[config.mk]
export PLATFORM = sky130hd
export DESIGN_NAME = fetch_unit
export DESIGN_NICKNAME = d
export VERILOG_FILES = /design/src/rtl/fetch_pkg.sv /design/src/rtl/fetch_unit_branch_predictor.sv /design/src/rtl/fetch_unit.sv
export SDC_FILE = /design/constraint.sdc
export NUM_CORES = 1
export LEC_CHECK = 0
export ABC_AREA = 1
export CORE_UTILIZATION = 35
export CTS_CLUSTER_DIAMETER = 100
export DETAILED_ROUTE_END_ITERATION = 8
export GPL_TIMING_DRIVEN = 0
export MAX_ROUTING_LAYER = met4
export PLACE_DENSITY_LB_ADDON = 0.25
export SLEW_MARGIN = 25
export SYNTH_ARGS = -nofsm -noshare
export SYNTH_HDL_FRONTEND = slang
export SYNTH_HIERARCHICAL = 1
export SYNTH_SLANG_ARGS = --single-unit
export TNS_END_PERCENT = 1
[constraint.sdc]
create_clock -name clk -period 1.55 [get_ports clk]
set_input_delay 0.31 -clock clk [delete_from_list [all_inputs] [get_ports clk]]
set_output_delay 0.31 -clock clk [all_outputs]
set_load 0.02 [all_outputs]
[src/rtl/fetch_pkg.sv]
// ---------------------------------------------------------------------------
// fetch_pkg
// Shared types and constants for the instruction-fetch stage and its branch
// predictor.
//   bht_state_t : 2-bit saturating direction counter encoding
//   btb_entry_t : branch-target-buffer entry {valid, tag, target}
//   NOP_INSTR   : instruction word loaded into IF/ID for a bubble
//   PC_INC      : sequential PC increment (16-bit instructions)
//   bht_train() : saturating counter update
// ---------------------------------------------------------------------------
package fetch_pkg;

    typedef enum logic [1:0] {
        STRONG_NT = 2'b00,
        WEAK_NT   = 2'b01,
        WEAK_T    = 2'b10,
        STRONG_T  = 2'b11
    } bht_state_t;

    // Tag field is kept 16 bits wide so the struct does not depend on the
    // table size; unused upper tag bits are simply zero.
    typedef struct packed {
        logic        valid;
        logic [15:0] tag;
        logic [15:0] target;
    } btb_entry_t;

    localparam logic [15:0] NOP_INSTR = 16'h0000;
    localparam logic [15:0] PC_INC    = 16'd2;

    function automatic bht_state_t bht_train(input bht_state_t s, input logic taken);
        logic [1:0] v;
        v = s;
        if (taken)
            bht_train = (v == 2'b11) ? STRONG_T : bht_state_t'(v + 2'd1);
        else
            bht_train = (v == 2'b00) ? STRONG_NT : bht_state_t'(v - 2'd1);
    endfunction

endpackage

[src/rtl/fetch_unit_branch_predictor.sv]
// ---------------------------------------------------------------------------
// branch_predictor
// Direct-mapped 2-bit BHT plus BTB. Lookup is purely combinational on the
// current PC; training is a synchronous write from branch resolution, so a
// lookup and an update at the same index in one cycle sees the old entry.
// Ports:
//   clk, rst_n         : clock, asynchronous active-low reset
//   i_lookup_pc        : PC being fetched
//   o_pred_taken       : BTB hit and counter in a taken state
//   o_pred_target      : BTB target when predicted taken, else 0
//   i_update_en        : train this cycle
//   i_update_pc        : PC of the resolved branch
//   i_actual_taken     : resolved direction
//   i_actual_target    : resolved taken target
// ---------------------------------------------------------------------------
module branch_predictor
    import fetch_pkg::*;
#(
    parameter int INDEX_BITS = 3
) (
    input  logic        clk,
    input  logic        rst_n,
    input  logic [15:0] i_lookup_pc,
    output logic        o_pred_taken,
    output logic [15:0] o_pred_target,
    input  logic        i_update_en,
    input  logic [15:0] i_update_pc,
    input  logic        i_actual_taken,
    input  logic [15:0] i_actual_target
);

    localparam int ENTRIES = 1 << INDEX_BITS;

    bht_state_t r_bht [ENTRIES];
    btb_entry_t r_btb [ENTRIES];

    logic [INDEX_BITS-1:0] w_lk_idx;
    logic [INDEX_BITS-1:0] w_up_idx;
    logic [1:0]            w_lk_ctr;
    btb_entry_t            w_lk_entry;
    logic                  w_hit;
    logic                  w_unused_lsb;

    // Bit 0 of a PC is always 0 for 16-bit instructions, so it is
    // skipped by the index; tag is everything above the index.
    function automatic logic [15:0] tag_of(input logic [15:0] pc);
        tag_of = pc >> (INDEX_BITS + 1);
    endfunction

    assign w_lk_idx     = i_lookup_pc[INDEX_BITS:1];
    assign w_up_idx     = i_update_pc[INDEX_BITS:1];
    assign w_unused_lsb = i_lookup_pc[0] ^ i_update_pc[0];

    always_comb begin
        w_lk_entry    = r_btb[w_lk_idx];
        w_lk_ctr      = r_bht[w_lk_idx];
        w_hit         = w_lk_entry.valid && (w_lk_entry.tag == tag_of(i_lookup_pc));
        o_pred_taken  = w_hit && w_lk_ctr[1];
        o_pred_target = o_pred_taken ? w_lk_entry.target : 16'h0000;
    end

    always_ff @(posedge clk or negedge rst_n) begin
        if (!rst_n) begin
            for (int i = 0; i < ENTRIES; i++) begin
                r_bht[i] <= WEAK_NT;
                r_btb[i] <= '0;
            end
        end else if (i_update_en) begin
            r_bht[w_up_idx] <= bht_train(r_bht[w_up_idx], i_actual_taken);
            // A not-taken resolution leaves the BTB entry alone.
            if (i_actual_taken)
                r_btb[w_up_idx] <= '{valid: 1'b1, tag: tag_of(i_update_pc), target: i_actual_target};
        end
    end

endmodule

[src/rtl/fetch_unit.sv]
// ---------------------------------------------------------------------------
// fetch_unit
// Instruction-fetch stage: owns the PC, drives the instruction memory
// address, and registers the fetched word into the IF/ID register.
// Build option: define BRANCH_PRED_EN to include the BHT/BTB predictor;
// without it every fetch predicts fall-through and update_* is ignored.
// Ports:
//   clk, rst_n           : clock, asynchronous active-low reset
//   stall                : hold PC and IF/ID
//   halt                 : HLT in IF/ID, freeze fetch permanently
//   mispredict/correct_pc: redirect request and its target
//   update_en/update_pc/actual_taken/actual_target : predictor training
//   imem_addr/imem_data  : combinational instruction memory read
//   ifid_*               : IF/ID register contents (valid=0 is a bubble)
//   halted               : fetch frozen until reset
// ---------------------------------------------------------------------------
module fetch_unit
    import fetch_pkg::*;
#(
    parameter int          INDEX_BITS = 3,
    parameter logic [15:0] RESET_PC   = 16'h0000
) (
    input  logic        clk,
    input  logic        rst_n,
    input  logic        stall,
    input  logic        halt,
    input  logic        mispredict,
    input  logic [15:0] correct_pc,
    input  logic        update_en,
    input  logic [15:0] update_pc,
    input  logic        actual_taken,
    input  logic [15:0] actual_target,
    output logic [15:0] imem_addr,
    input  logic [15:0] imem_data,
    output logic [15:0] ifid_instr,
    output logic [15:0] ifid_pc_plus2,
    output logic        ifid_pred_taken,
    output logic [15:0] ifid_pred_target,
    output logic        ifid_valid,
    output logic        halted
);

    logic [15:0] r_pc;
    logic        r_halted;
    logic [15:0] r_ifid_instr;
    logic [15:0] r_ifid_pc_plus2;
    logic        r_ifid_pred_taken;
    logic [15:0] r_ifid_pred_target;
    logic        r_ifid_valid;

    logic [15:0] w_pc_plus2;
    logic        w_pred_taken;
    logic [15:0] w_pred_target;
    logic [15:0] w_pred_next;
    logic        w_freeze;

`ifdef BRANCH_PRED_EN
    branch_predictor #(
        .INDEX_BITS (INDEX_BITS)
    ) u_bp (
        .clk             (clk),
        .rst_n           (rst_n),
        .i_lookup_pc     (r_pc),
        .o_pred_taken    (w_pred_taken),
        .o_pred_target   (w_pred_target),
        .i_update_en     (update_en),
        .i_update_pc     (update_pc),
        .i_actual_taken  (actual_taken),
        .i_actual_target (actual_target)
    );
`else
    logic w_unused_update;
    assign w_unused_update = ^{update_en, update_pc, actual_taken, actual_target};
    assign w_pred_taken    = 1'b0;
    assign w_pred_target   = 16'h0000;
`endif

    assign w_pc_plus2  = r_pc + PC_INC;
    assign w_pred_next = w_pred_taken ? w_pred_target : w_pc_plus2;
    // The incoming halt freezes fetch in the same cycle it is seen.
    assign w_freeze    = r_halted | halt;

    always_ff @(posedge clk or negedge rst_n) begin
        if (!rst_n) begin
            r_pc               <= RESET_PC;
            r_halted           <= 1'b0;
            r_ifid_instr       <= NOP_INSTR;
            r_ifid_pc_plus2    <= 16'h0000;
            r_ifid_pred_taken  <= 1'b0;
            r_ifid_pred_target <= 16'h0000;
            r_ifid_valid       <= 1'b0;
        end else begin
            // A concurrent mispredict means the HLT was on the wrong path.
            if (halt && !mispredict)
                r_halted <= 1'b1;

            if (mispredict)
                r_pc <= correct_pc;
            else if (!w_freeze && !stall)
                r_pc <= w_pred_next;

            if (mispredict || w_freeze) begin
                r_ifid_instr       <= NOP_INSTR;
                r_ifid_pc_plus2    <= 16'h0000;
                r_ifid_pred_taken  <= 1'b0;
                r_ifid_pred_target <= 16'h0000;
                r_ifid_valid       <= 1'b0;
            end else if (!stall) begin
                r_ifid_instr       <= imem_data;
                r_ifid_pc_plus2    <= w_pc_plus2;
                r_ifid_pred_taken  <= w_pred_taken;
                r_ifid_pred_target <= w_pred_target;
                r_ifid_valid       <= 1'b1;
            end
        end
    end

    assign imem_addr        = r_pc;
    assign halted           = r_halted;
    assign ifid_instr       = r_ifid_instr;
    assign ifid_pc_plus2    = r_ifid_pc_plus2;
    assign ifid_pred_taken  = r_ifid_pred_taken;
    assign ifid_pred_target = r_ifid_pred_target;
    assign ifid_valid       = r_ifid_valid;

endmodule
==> reports/summary.txt <==
status - finished, final reports clean
Buf+Inv Stages, Crit Path - 1
core box area - 6832 µm²
worst reg2reg startpoint - imem_addr[2]
die area - 7455 µm²
critical path launch point type - flip-flop
synth unique cells - 28
Synth area leader - dfrtp_1
fin crit period - 1.470 ns
first-pass GRT wire length - 9811 µm
Layout fillers - 696
starting density of the core - 36.45%
final core occ - 52.05%
post-route clock period utilization - 94.85%
Max Slew Vio Count - 0
setup ws final - 0.07983 ns
via count - 2,103
gpl congestion - 0.8261
Port Buffer Count - 85
ANT nets after route - 0
sequential share of the synthesized area - 50.25%
reg2reg path depth - 6
layout cells sized above 1 - 16.54%
Final setup viols - 0
worst skew pair latency - 0.30 ns
slowest CP cell - dfrtp_1
post-synthesis instance area - 2490 µm²
worst-margin pin slew - 0.6355 ns
Syn-to-layout area delta - 42.81%
CTS tree - yes
Max VDD drop - 0.0003278 V
most common cell in the netlist - nand2_1
maxcap violations - 0
DRC - 0
CP delay by family, top - flip-flops
Synthesis Warnings - 6
share of the synthesized area in the top cell type - 50.25%
FMAX - 680.2 MHz
ANT cells - 0
Die Wd - 86.35 µm
PwrDens - 796.3 nW/µm²
worst slack, placed - -0.1427 ns
clock transition at the registers of the reported paths - 0.08 ns
largest net degree at the start of global routing - 51
DR WL/cell - 12.52 µm
r2r setup slk - 0.18 ns
Non-Filler Instances - 477
num rows - 30
drt total wl - 5974 µm
CP Max Fanout - 6
Die Height - 86.35 µm
Sink Count - 50
hpwl dp - 4468 µm
Slowest Stage Delay on Critical Path - 0.49 ns
I/O pins - 138
gr ovfl total - 0
Final Hold Fails - 0
final setup TNS - 0 ns
CTS Root Cell - clkbuf_8
number of flops mapped to enable cells by yosys - 0
number of synthesized register bits - 50
vias in the first global route - 1,970
CP required - 1.24 ns
top post-synthesis cells by count - nand2_1, dfrtp_1, nand3_1, buf_4, a22o_1
Power Total - 2.831 mW
Post-Synthesis Cells - 272
worst flop-to-flop path endpoint - imem_addr[15]
CTS max path bufs - 2
final net count - 452
Worst Path Arrival - 1.16 ns
postcts setup bufs - 0
htree depth - 2
relative slew slack - 57.63%
Cells after DPL - 469
hold crit path type - in2async
ys flop type - dfrtp_1
worst-path cell chain - dlygate4sd2_1
Setup crit end kind - output pin
Mean Syn Cell Area - 9.154 µm²
CP Class - reg2out
initial antenna violation count - 0
RSZ-0062 raised after global routing - no
DR vias/cell - 4.409
Pleak - 1.954 nW
CTS Buf Count - 5
DR pass1 iterations - 4
gr usage total - 17.54%
violation count after the first detailed-route iteration - 56
FFs w/ async S/R, synth - 100.0%
final setup skew - 0.007622 ns
synth top area cells - dfrtp_1, nand2_1, a22o_1
final cells by class:
class,instances,area [µm²],share of cell area [%]
Sequential cell,50,1252,35.22
Multi-Input combinational cell,194,1025,28.82
Timing Repair Buffer,85,785.8,22.10
Buffer,25,206.4,5.806
Tap cell,96,120.1,3.378
Clock buffer,7,86.33,2.428
Inverter,19,75.07,2.111
Clock inverter,1,5.005,0.1407
placed cells by master (no fill, tap or decap), drive strengths merged:
cell type,count
a22o,16
buf,25
clkbuf,8
clkdlybuf4s50,34
clkinv,2
conb,17
dfrtp,50
dlygate4sd2,50
ha,1
inv,18
nand2,99
nand3,27
nand4,5
nor2,17
o211ai,2
o21ai,4
o21bai,4
or2,1
xnor2,1
repair_timing:
action / CTS / global route
pin swaps: 0 / 0
gates resized for setup: 51 / 2
gates cloned: 0 / 0
setup endpoints to repair: 50 / 3
hold buffers: 0 / 0
metrics by stage:
| stage | area, µm² | hold slack, ns |
|---|---|---|
| final | 3556 | 0.01281 |
| after global routing | 3556 | 0.06967 |
| after CTS | 3548 | 0.04375 |
| after detailed placement | 3518 | 0.3804 |
| after global placement | 3521 | 0.4639 |
| after floorplan | 2550 | 0.01441 |
registers in the layout, indices dropped and copies added (netlist names):
signal,flops
ifid_instr,16
ifid_pc_plus2,16
imem_addr,16
halted,1
ifid_valid,1
kinds of logic after synthesis:
group	after synthesis	synth area share [%]
simple gates	149	28.69
flops	50	50.25
buf+inv	44	11.31
compound gates	26	8.743
xor+xnor	1	0.3518
fa+ha+maj	1	0.5024
other cells	1	0.1506
report_power, final:
group | switching, mW | total [mW] | internal, mW
logic | 0.338 | 0.599 | 0.261
clock network | 0.418 | 0.779 | 0.361
registers | 0.0840 | 1.45 | 1.37
total | 0.840 | 2.83 | 1.99
how the worst max path moves through the flow:
stage / from / end / slack (ns) / depth (start not counted)
after global routing: imem_addr[2] / ifid_pc_plus2[15] / 0.03 / 6
after CTS: imem_addr[7] / imem_addr[7] / 0.09 / 1
after floorplan: imem_addr[2] / ifid_pc_plus2[15] / 0.20 / 6
after global placement: rst_n / ifid_pc_plus2[2] / -1.33 / 1
after detailed placement: stall / imem_addr[10] / -0.14 / 9
final: imem_addr[11] / imem_addr[11] / 0.08 / 1
metal layers:
metal / part of all wire (%) / global-route usage [%] / up-vias
met3: 6.4 / 4.667 / 5
met4: 0.72 / 4.545 / 0
met5: 0 / - / -
met1: 45 / 23.00 / 964
met2: 48 / 26.98 / 69
li1: - / - / 1065
Power figures use the tool's default switching activity.
